<file path="src/rtl/pin_change_irq_pkg.sv">
// rtl/pin_change_irq_pkg.sv - register map and group constants for the pin-change interrupt block
package pin_change_irq_pkg;

  localparam logic [31:0] PCIFR_ADDR  = 32'h2000_003B;
  localparam logic [31:0] PCICR_ADDR  = 32'h2000_0068;
  localparam logic [31:0] PCMSK0_ADDR = 32'h2000_006B;
  localparam logic [31:0] PCMSK1_ADDR = 32'h2000_006C;
  localparam logic [31:0] PCMSK2_ADDR = 32'h2000_006D;

  localparam logic [31:0] PCIFR_WORD  = {PCIFR_ADDR[31:2], 2'b00};
  localparam logic [31:0] PCICR_WORD  = {PCICR_ADDR[31:2], 2'b00};
  localparam logic [31:0] PCMSK_WORD  = {PCMSK1_ADDR[31:2], 2'b00};

  localparam int          PCINT_GROUPS = 3;
  localparam logic [7:0]  PORTC_VALID  = 8'h7F;

  function automatic logic word_hit(input logic [31:0] addr, input logic [31:0] word);
    return addr[31:2] == word[31:2];
  endfunction

endpackage

</file>
<file path="src/rtl/pin_change_irq_pcint_group.sv">
// rtl/pin_change_irq_pcint_group.sv - one port group: pad sampling, change detect, flag and irq
// PCINT_SYNC_EN selects a two-flop synchroniser instead of a single sampling register.
module pcint_group (
  input  logic       clk,
  input  logic       rst_n,
  input  logic [7:0] pins,
  input  logic [7:0] mask,
  input  logic       enable,
  input  logic       clear,
  output logic       flag,
  output logic       irq
);

  logic [7:0] s;
  logic [7:0] prev;
  logic       set;

`ifdef PCINT_SYNC_EN
  logic [7:0] meta;

  always_ff @(posedge clk) begin
    if (!rst_n) begin
      meta <= '0;
      s    <= '0;
    end else begin
      meta <= pins;
      s    <= meta;
    end
  end
`else
  always_ff @(posedge clk) begin
    if (!rst_n) s <= '0;
    else        s <= pins;
  end
`endif

  assign set = |((s ^ prev) & mask);

  // A detected change wins over any clear arriving in the same cycle.
  always_ff @(posedge clk) begin
    if (!rst_n) begin
      prev <= '0;
      flag <= 1'b0;
    end else begin
      prev <= s;
      if (set)        flag <= 1'b1;
      else if (clear) flag <= 1'b0;
    end
  end

  assign irq = flag & enable;

endmodule

</file>
<file path="src/rtl/pin_change_irq.sv">
// rtl/pin_change_irq.sv - PCINT controller top: bus decode, PCICR/PCMSK registers, three groups
// Build with PCINT_SYNC_EN for asynchronous pads.
module pin_change_irq
  import pin_change_irq_pkg::*;
(
  input  logic        clk,
  input  logic        rst_n,
  input  logic        mem_valid,
  input  logic [31:0] mem_addr,
  input  logic [31:0] mem_wdata,
  input  logic [3:0]  mem_wstrb,
  output logic [31:0] mem_rdata,
  output logic        mem_ready,
  input  logic [7:0]  pin_in_b,
  input  logic [7:0]  pin_in_c,
  input  logic [7:0]  pin_in_d,
  input  logic [2:0]  pcint_ack,
  output logic [2:0]  pcint_irq
);

  logic [2:0] pcicr;
  logic [7:0] pcmsk0;
  logic [7:0] pcmsk1;
  logic [7:0] pcmsk2;
  logic [2:0] pcifr;
  logic [2:0] w1c;

  logic sel_if, sel_cr, sel_msk, sel, wr;
  logic unused_bits;

  assign sel_if  = word_hit(mem_addr, PCIFR_WORD);
  assign sel_cr  = word_hit(mem_addr, PCICR_WORD);
  assign sel_msk = word_hit(mem_addr, PCMSK_WORD);
  assign sel     = sel_if | sel_cr | sel_msk;
  assign wr      = mem_valid && sel && (|mem_wstrb);

  assign unused_bits = ^{mem_addr[1:0], mem_wdata};

  always_ff @(posedge clk) begin
    if (!rst_n) begin
      pcicr     <= '0;
      pcmsk0    <= '0;
      pcmsk1    <= '0;
      pcmsk2    <= '0;
      mem_ready <= 1'b0;
    end else begin
      mem_ready <= mem_valid && sel;
      if (wr && sel_cr) begin
        if (mem_wstrb[0]) pcicr  <= mem_wdata[2:0];
        if (mem_wstrb[3]) pcmsk0 <= mem_wdata[31:24];
      end
      if (wr && sel_msk) begin
        if (mem_wstrb[0]) pcmsk1 <= mem_wdata[7:0] & PORTC_VALID;
        if (mem_wstrb[1]) pcmsk2 <= mem_wdata[15:8];
      end
    end
  end

  assign w1c = (wr && sel_if && mem_wstrb[3]) ? mem_wdata[26:24] : 3'b000;

  always_comb begin
    mem_rdata = '0;
    if (sel_if)  mem_rdata = {5'b0, pcifr, 24'h0};
    if (sel_cr)  mem_rdata = {pcmsk0, 16'h0, 5'b0, pcicr};
    if (sel_msk) mem_rdata = {16'h0, pcmsk2, pcmsk1};
  end

  pcint_group u_grp0 (
    .clk(clk), .rst_n(rst_n), .pins(pin_in_b), .mask(pcmsk0),
    .enable(pcicr[0]), .clear(w1c[0] | pcint_ack[0]), .flag(pcifr[0]), .irq(pcint_irq[0])
  );

  pcint_group u_grp1 (
    .clk(clk), .rst_n(rst_n), .pins(pin_in_c & PORTC_VALID), .mask(pcmsk1),
    .enable(pcicr[1]), .clear(w1c[1] | pcint_ack[1]), .flag(pcifr[1]), .irq(pcint_irq[1])
  );

  pcint_group u_grp2 (
    .clk(clk), .rst_n(rst_n), .pins(pin_in_d), .mask(pcmsk2),
    .enable(pcicr[2]), .clear(w1c[2] | pcint_ack[2]), .flag(pcifr[2]), .irq(pcint_irq[2])
  );

endmodule
</file>
<file path="config.mk">
export PLATFORM = sky130hd
export DESIGN_NAME = pin_change_irq
export DESIGN_NICKNAME = d
export VERILOG_FILES = /design/src/rtl/pin_change_irq_pkg.sv /design/src/rtl/pin_change_irq_pcint_group.sv /design/src/rtl/pin_change_irq.sv
export SDC_FILE = /design/constraint.sdc
export NUM_CORES = 1
export LEC_CHECK = 0
export CORE_MARGIN = 5
export CORE_UTILIZATION = 44
export CTS_BUF_LIST = sky130_fd_sc_hd__clkbuf_2
export DETAILED_ROUTE_END_ITERATION = 8
export PLACE_DENSITY = 0.92
export SETUP_SLACK_MARGIN = 0.05
export SLEW_MARGIN = 15
export SYNTH_ARGS = -nofsm -noshare
export SYNTH_HDL_FRONTEND = slang
export SYNTH_HIERARCHICAL = 1
export SYNTH_SLANG_ARGS = --single-unit
</file>
<file path="constraint.sdc">
create_clock -name clk -period 2.1 [get_ports clk]
set_input_delay 0.21 -clock clk [delete_from_list [all_inputs] [get_ports clk]]
set_output_delay 0.21 -clock clk [all_outputs]
set_load 0.02 [all_outputs]
</file>
==> metrics.csv, run 1 <==
metric,value,unit
netlist.area_leader.share,47.6,%
grt_use_total,20.5,%
clk_pin_slew,190,ps
dieArea,9290,µm²
dp_slack,-581,ps
required,2500,ps
fin_crit,2020,ps
coreArea,7250,µm²
io_buffers,111,
synth_seq_cells,78,
placed_cells,561,
overflow,0,
critPathMaxStageDelay,520,ps
grt_antenna_before_repair,0,
drc_errors,0,
clock_sinks,78,
synth.area.top_cells,"dfxtp_1, and2_1, xor2_1",
insertedDiodeCount,0,
seq_area_frac_synth,47.6,%
regArea,1560,µm²
gp_congestion,0.842,
wl_per_cell,16.4,µm
p_leak,2.25,nW
fmax,0.496,GHz
tightestPinTransition,640,ps
grt_setup_unrepaired,false,
path_cells,dlygate4sd2_1 -> nor4b_4 -> nand4_1 -> buf_4 -> buf_6 -> buf_4 -> or4_1 -> buf_4 -> mux2i_1,
setup_slack,83.4,ps
ios,134,
fillCellCount,553,
start_kind,primary input,
ant_nets,0,
die_h,96.4,µm
hold_violations,0,
routed_wirelength,9580,µm
maxCapViolCount,0,
h-tree-depth,3,
fin_hold_ws,108,ps
via_per_inst,5.07,
post-route-period-util,96.0,%
end_kind,flip-flop,
power_density,558,nW/µm²
worst_path_dominant_cell_family,simple AND/OR/NAND/NOR gates,
grt_max_degree,85,
num_rows,31,
multi_input_comb_area,1740,µm²
outcome,completed,
crit_start,mem_addr[30],
fin_cells,584,
hold_start,rst_n,
drt_pass1_iterations,6,
synth_area,3280,µm²
vias,2963,
worst-path-buf-inv,5,
cts_tree,done,
syn2layout_area_growth,49.1,%
critPathMaxFanout,12,
drt_iter0_drc,196,
synth_ff_type,dfxtp_1,
grt_pass1_vias,3043,
crit_slowest_cell,or4_1,
yosys.area.top_type,dfxtp_1,
holdBufCountCts,0,
ys_warn_count,6,
drive_gt1_share,20.8,%
synth_cell_types,36,
hold_path_class,primary input to flip-flop,
initial_core_util,45.2,%
clock_skew,27.8,ps
cts_root_buffer,clkbuf_2,
nNetsFinal,578,
synth_edf_count,0,
reg2reg_from,u_grp2/prev[5],
slew_headroom,57.4,%
syn_inst,340,
ir_drop,0.414,mV
dp_hpwl,6760,µm
clockBufferDepth,2,
die_w,96.4,µm
grt_first_pass_wirelength,14400,µm
synthArstFlopShare,0,%
finalSetupViolCount,0,
avgSynthCellArea,9.65,µm²
worstPathArrival,2410,ps
timing_worst_setup_path_type,primary input to flip-flop,
cts_made_buffers,9,
timing_max_transition_violations_final,0,
cpMostUsedCell,buf_4,
clk_latency,490,ps
[per-layer routing]
| metal | GRT usage (%) | wire length, µm | share of wire, % | vias up |
|---|---|---|---|---|
| li1 | - | - | - | 1424 |
| met1 | 22.1 | 3640 | 38 | 1383 |
| met2 | 36.6 | 4820 | 50 | 129 |
| met3 | 5.32 | 779 | 8.1 | 27 |
| met4 | 10.7 | 340 | 3.5 | 0 |
| met5 | 0 | 0 | 0 | - |
[state kept, by name (all words and copies together), names as in the netlist]
name,cells
u_grp0/flag,1
u_grp1/flag,1
u_grp0/s,8
u_grp1/s,8
mem_ready,1
u_grp0/prev,8
u_grp1/prev,8
pcmsk2,8
u_grp2/s,8
u_grp2/flag,1
pcicr,3
pcmsk0,8
u_grp2/prev,8
pcmsk1,7
[power by group]
| part | switching, mW | internal, mW | total, mW | leakage [nW] |
|---|---|---|---|---|
| sequential | 0.0233 | 1.53 | 1.55 | 0.639 |
| combinational | 0.124 | 0.186 | 0.309 | 1.53 |
| clock | 0.472 | 0.398 | 0.870 | 0.0833 |
| total | 0.619 | 2.11 | 2.73 | 2.25 |
[cells in the mapped netlist (all sizes together), types with 2 or more instances]
master  number
a21oi       12
a221oi       3
a222oi       3
a22o         3
a22oi        6
a31oi        3
a41o         3
and2        63
and3         6
buf         14
clkbuf       9
dfxtp       78
inv          4
mux2i       18
nand2       34
nand2b       2
nand3        9
nand4        3
nand4b       2
nor2         8
nor2b        3
nor4         8
nor4b        3
o21ai        8
or4          5
xor2        24
[layout by cell type, fill, tap and decap left out, drive strengths merged, types with 12 or more instances in the layout]
master          n
a21oi          12
and2           63
buf            55
clkdlybuf4s50  60
dfxtp          78
dlygate4sd2    20
mux2i          18
nand2          34
xor2           24
[per-stage QoR]
step,power [mW],TNS (ps),area [µm²],util [%]
after floorplan,1.70,0,3320,-
after global placement,1.87,-18740,4590,63.3
after detailed placement,1.88,-21060,4590,63.3
after CTS,2.75,0,4870,67.1
after global routing,2.84,0,4890,67.5
final,2.73,0,4890,67.5
[logic make-up (layout without fill, tap and decap cells)]
| logic type | count (synthesis) | in the layout | share of synthesized area [%] |
|---|---|---|---|
| buf+inv | 28 | 163 | 4.80 |
| xor+xnor | 24 | 24 | 6.40 |
| flops | 78 | 78 | 47.6 |
| simple gates | 150 | 150 | 26.6 |
| other cells | 1 | 11 | 0.114 |
| mux | 18 | 18 | 5.49 |
| compound gates | 41 | 41 | 9.00 |
[worst paths after layout]
check	to	depth (start not counted)	slack [ps]
min	pcmsk0[7]	3	110
max	pcmsk2[5]	9	80
min reg2reg	u_grp0/prev[1]	1	470
max reg2reg	u_grp2/flag	4	950
[worst reg2reg max path: cells and delay by family (launching register included)]
| family | cells | cell delay, ps |
|---|---|---|
| compound gates | 3 | 570 |
| xor+xnor | 1 | 150 |
| flops | 1 | 340 |
[timing repair]
action / in CTS / in global routing
gates resized for setup: 180 / 10
cloned: 2 / 0
setup endpoints to repair: 23 / 29
pin swaps: 15 / 7
buffers inserted: 5 / 0
endpoints found under the hold margin: 0 / 0
[final cells by class]
type	instances	area share, %
multi-input cells	244	35.6
flip-flops and latches	78	31.9
repair buffers	142	27.0
well taps	99	2.53
clock inverters	5	1.51
clock buffers	11	1.12
inverters	5	0.383
Note: power is estimated with default switching activity, not from simulation.
==> inputs of run 2 (changes only) <==
--- a/config.mk
+++ b/config.mk
@@ -9,7 +9,7 @@
 export CORE_UTILIZATION = 44
 export CTS_BUF_LIST = sky130_fd_sc_hd__clkbuf_2
 export DETAILED_ROUTE_END_ITERATION = 8
-export PLACE_DENSITY = 0.92
+export PLACE_DENSITY = 0.82
 export SETUP_SLACK_MARGIN = 0.05
 export SLEW_MARGIN = 15
 export SYNTH_ARGS = -nofsm -noshare
==> run 2 against run 1 <==
Effect of this change:
- total power grew 2.0%
- sequential share of layout area fell by 0.57 points
- first-iteration DRC count fell by 32%
- clock skew is 7.6 ps lower
- via count is 0.88% higher
- maximum frequency rose by 1.0%
- core utilization increased by 1.2 points
- flip-flop and latch count is the same
- combinational power up 4%
- largest cell class unchanged
- critical path type is now primary input to output port
==> metrics.csv, run 2 (synthesis results as in run 1) <==
metric,value,unit,change
outcome,completed,,unchanged
fin_crit,2000,ps,was 2020 ps
dp_hpwl,6820,µm,was 6760 µm
clockPowerShare,32.8,%,was 31.9%
grt_max_degree,47,,was 85
start_kind,primary input,,unchanged
grt_pass1_vias,3003,,"was 3,043"
num_rows,31,,unchanged
wl_per_cell,15.9,µm,was 16.4 µm
cts_made_buffers,9,,unchanged
vias,2989,,"was 2,963"
initial_core_util,45.2,%,unchanged
critPathMaxFanout,5,,was 12
end_kind,output port,,was flip-flop
seqPwrFrac,55.7,%,was 56.8%
hold_path_class,primary input to flip-flop,,unchanged
utilization,68.7,%,was 67.5%
timing_max_transition_violations_final,0,,unchanged
fillCellCount,575,,was 553
fin_hold_ws,127,ps,was 108 ps
maxCapViolCount,0,,unchanged
clock_skew,20.2,ps,was 27.8 ps
p_sw_share,23.9,%,was 22.7%
p_int,2.12,mW,was 2.11 mW
fmax,0.501,GHz,was 0.496 GHz
grt_setup_unrepaired,true,,was false
multi_input_comb_area,1760,µm²,was 1740 µm²
crit_slowest_cell,clkdlybuf4s50_1,,was or4_1
dieArea,9290,µm²,unchanged
finalPower,2.78,mW,was 2.73 mW
use_met1,21.8,%,was 22.1%
syn2layout_area_growth,51.8,%,was 49.1%
path_cells,clkdlybuf4s50_1 -> nand2b_1 -> nor4_2 -> buf_4 -> a22oi_1 -> nor2_1 -> buf_4,,was dlygate4sd2_1 -> nor4b_4 -> nand4_1 -> buf_4 -> buf_6 -> buf_4 -> or4_1 -> buf_4 -> mux2i_1
grtUsageMet2,36.6,%,unchanged
grt_first_pass_wirelength,14100,µm,"was 14,400 µm"
finalSetupViolCount,0,,unchanged
routed_wirelength,9440,µm,was 9580 µm
clk_pin_slew,200,ps,was 190 ps
hold_start,rst_n,,unchanged
cts_root_buffer,clkbuf_2,,unchanged
pwr-share-comb,11.5,%,was 11.3%
ios,134,,unchanged
overflow,0,,unchanged
cpMostUsedCell,buf_4,,unchanged
cts_tree,done,,unchanged
top_usage_layer,met2,,unchanged
die_h,96.4,µm,unchanged
crit_start,mem_addr[2],,was mem_addr[30]
timing_worst_setup_path_type,primary input to output port,,was primary input to flip-flop
gr-usage-met3,4.93,%,was 5.32%
final_common_cell,dfxtp_1,,unchanged
ant_nets,0,,unchanged
worstPathArrival,1790,ps,was 2410 ps
clk_latency,490,ps,about the same
post-route-period-util,95.1,%,was 96.0%
coreArea,7250,µm²,unchanged
drt_pass1_iterations,4,,was 6
reg2reg_from,u_grp0/prev[6],,was u_grp2/prev[5]
h-tree-depth,3,,unchanged
die_w,96.4,µm,unchanged
ir_drop,0.293,mV,was 0.414 mV
nNetsFinal,588,,was 578
power_density,559,nW/µm²,was 558 nW/µm²
grt_antenna_before_repair,0,,unchanged
hold_violations,0,,unchanged
drc_errors,0,,unchanged
drive_gt1_share,22.4,%,was 20.8%
insertedDiodeCount,0,,unchanged
p_leak,2.26,nW,was 2.25 nW
via_per_inst,5.03,,was 5.07
layout_common_cells,"dfxtp_1, clkdlybuf4s50_1, and2_1",,unchanged
p_switching,0.667,mW,was 0.619 mW
regArea,1560,µm²,unchanged
clock_sinks,78,,unchanged
clockBufferDepth,2,,unchanged
gp_congestion,0.891,,was 0.842
grt_use_total,20.1,%,was 20.5%
setup_tns,0,ps,unchanged
io_buffers,111,,unchanged
required,1890,ps,was 2500 ps
drt_iter0_drc,133,,was 196
critPathMaxStageDelay,450,ps,was 520 ps
run 2: layer usage:
| layer | vias to the layer above | part of all wire, % |
|---|---|---|
| met2 | 110 | 52 |
| met1 | 1412 | 37 |
| met3 | 16 | 8.6 |
| met5 | - | 0 |
| li1 | 1451 | - |
| met4 | 0 | 1.9 |
run 2: repair_timing:
action | 4_1_cts | 5_1_grt
buffers inserted | 11 | 3
hold buffers | 0 | 0
pin swaps | 17 | 11
gates cloned | 2 | 0
gates resized for setup | 177 | 9
endpoints found under the setup margin | 25 | 19
run 2: stage by stage:
stage | cells | setup slack (ps) | area, µm²
detailed placement | 563 | -625 | 4610
floorplan | 350 | 277 | 3320
global route | 594 | 29.1 | 4980
CTS | 592 | 60.0 | 4940
global placement | 563 | -563 | 4610
finish | 594 | 104 | 4980
run 2: worst max-delay path: cells and delay by family:
family | cells | cell delay (ps)
AND/OR/NAND/NOR | 3 | 660
buffers and inverters | 3 | 820
AO/OA/AOI/OAI | 1 | 80
run 2: worst paths after layout:
kind               endpoint  slack, ps  cells past startpoint
max           mem_rdata[26]        100                      7
max reg2reg     u_grp0/flag        800                      3
min               pcmsk0[4]        130                      3
min reg2reg  u_grp1/prev[5]        480                      1
run 2: cell type report:
class                      count  share of cell area, %
tap                           99                   2.49
timing repair buffer         152                   27.5
clock buffer                   9                  0.904
clock inverter                 7                   1.98
sequential                    78                   31.3
inverter                       5                  0.377
multi-input combinational    244                   35.4
run 2: power by group through the flow:
stage                     Clock (mW)  Sequential (mW)  Combinational, mW
final                          0.913             1.55              0.321
after global routing            1.01             1.56              0.344
after CTS                      0.940             1.55              0.316
after detailed placement           0             1.58              0.307
after global placement             0             1.58              0.300
after floorplan                    0             1.58              0.120
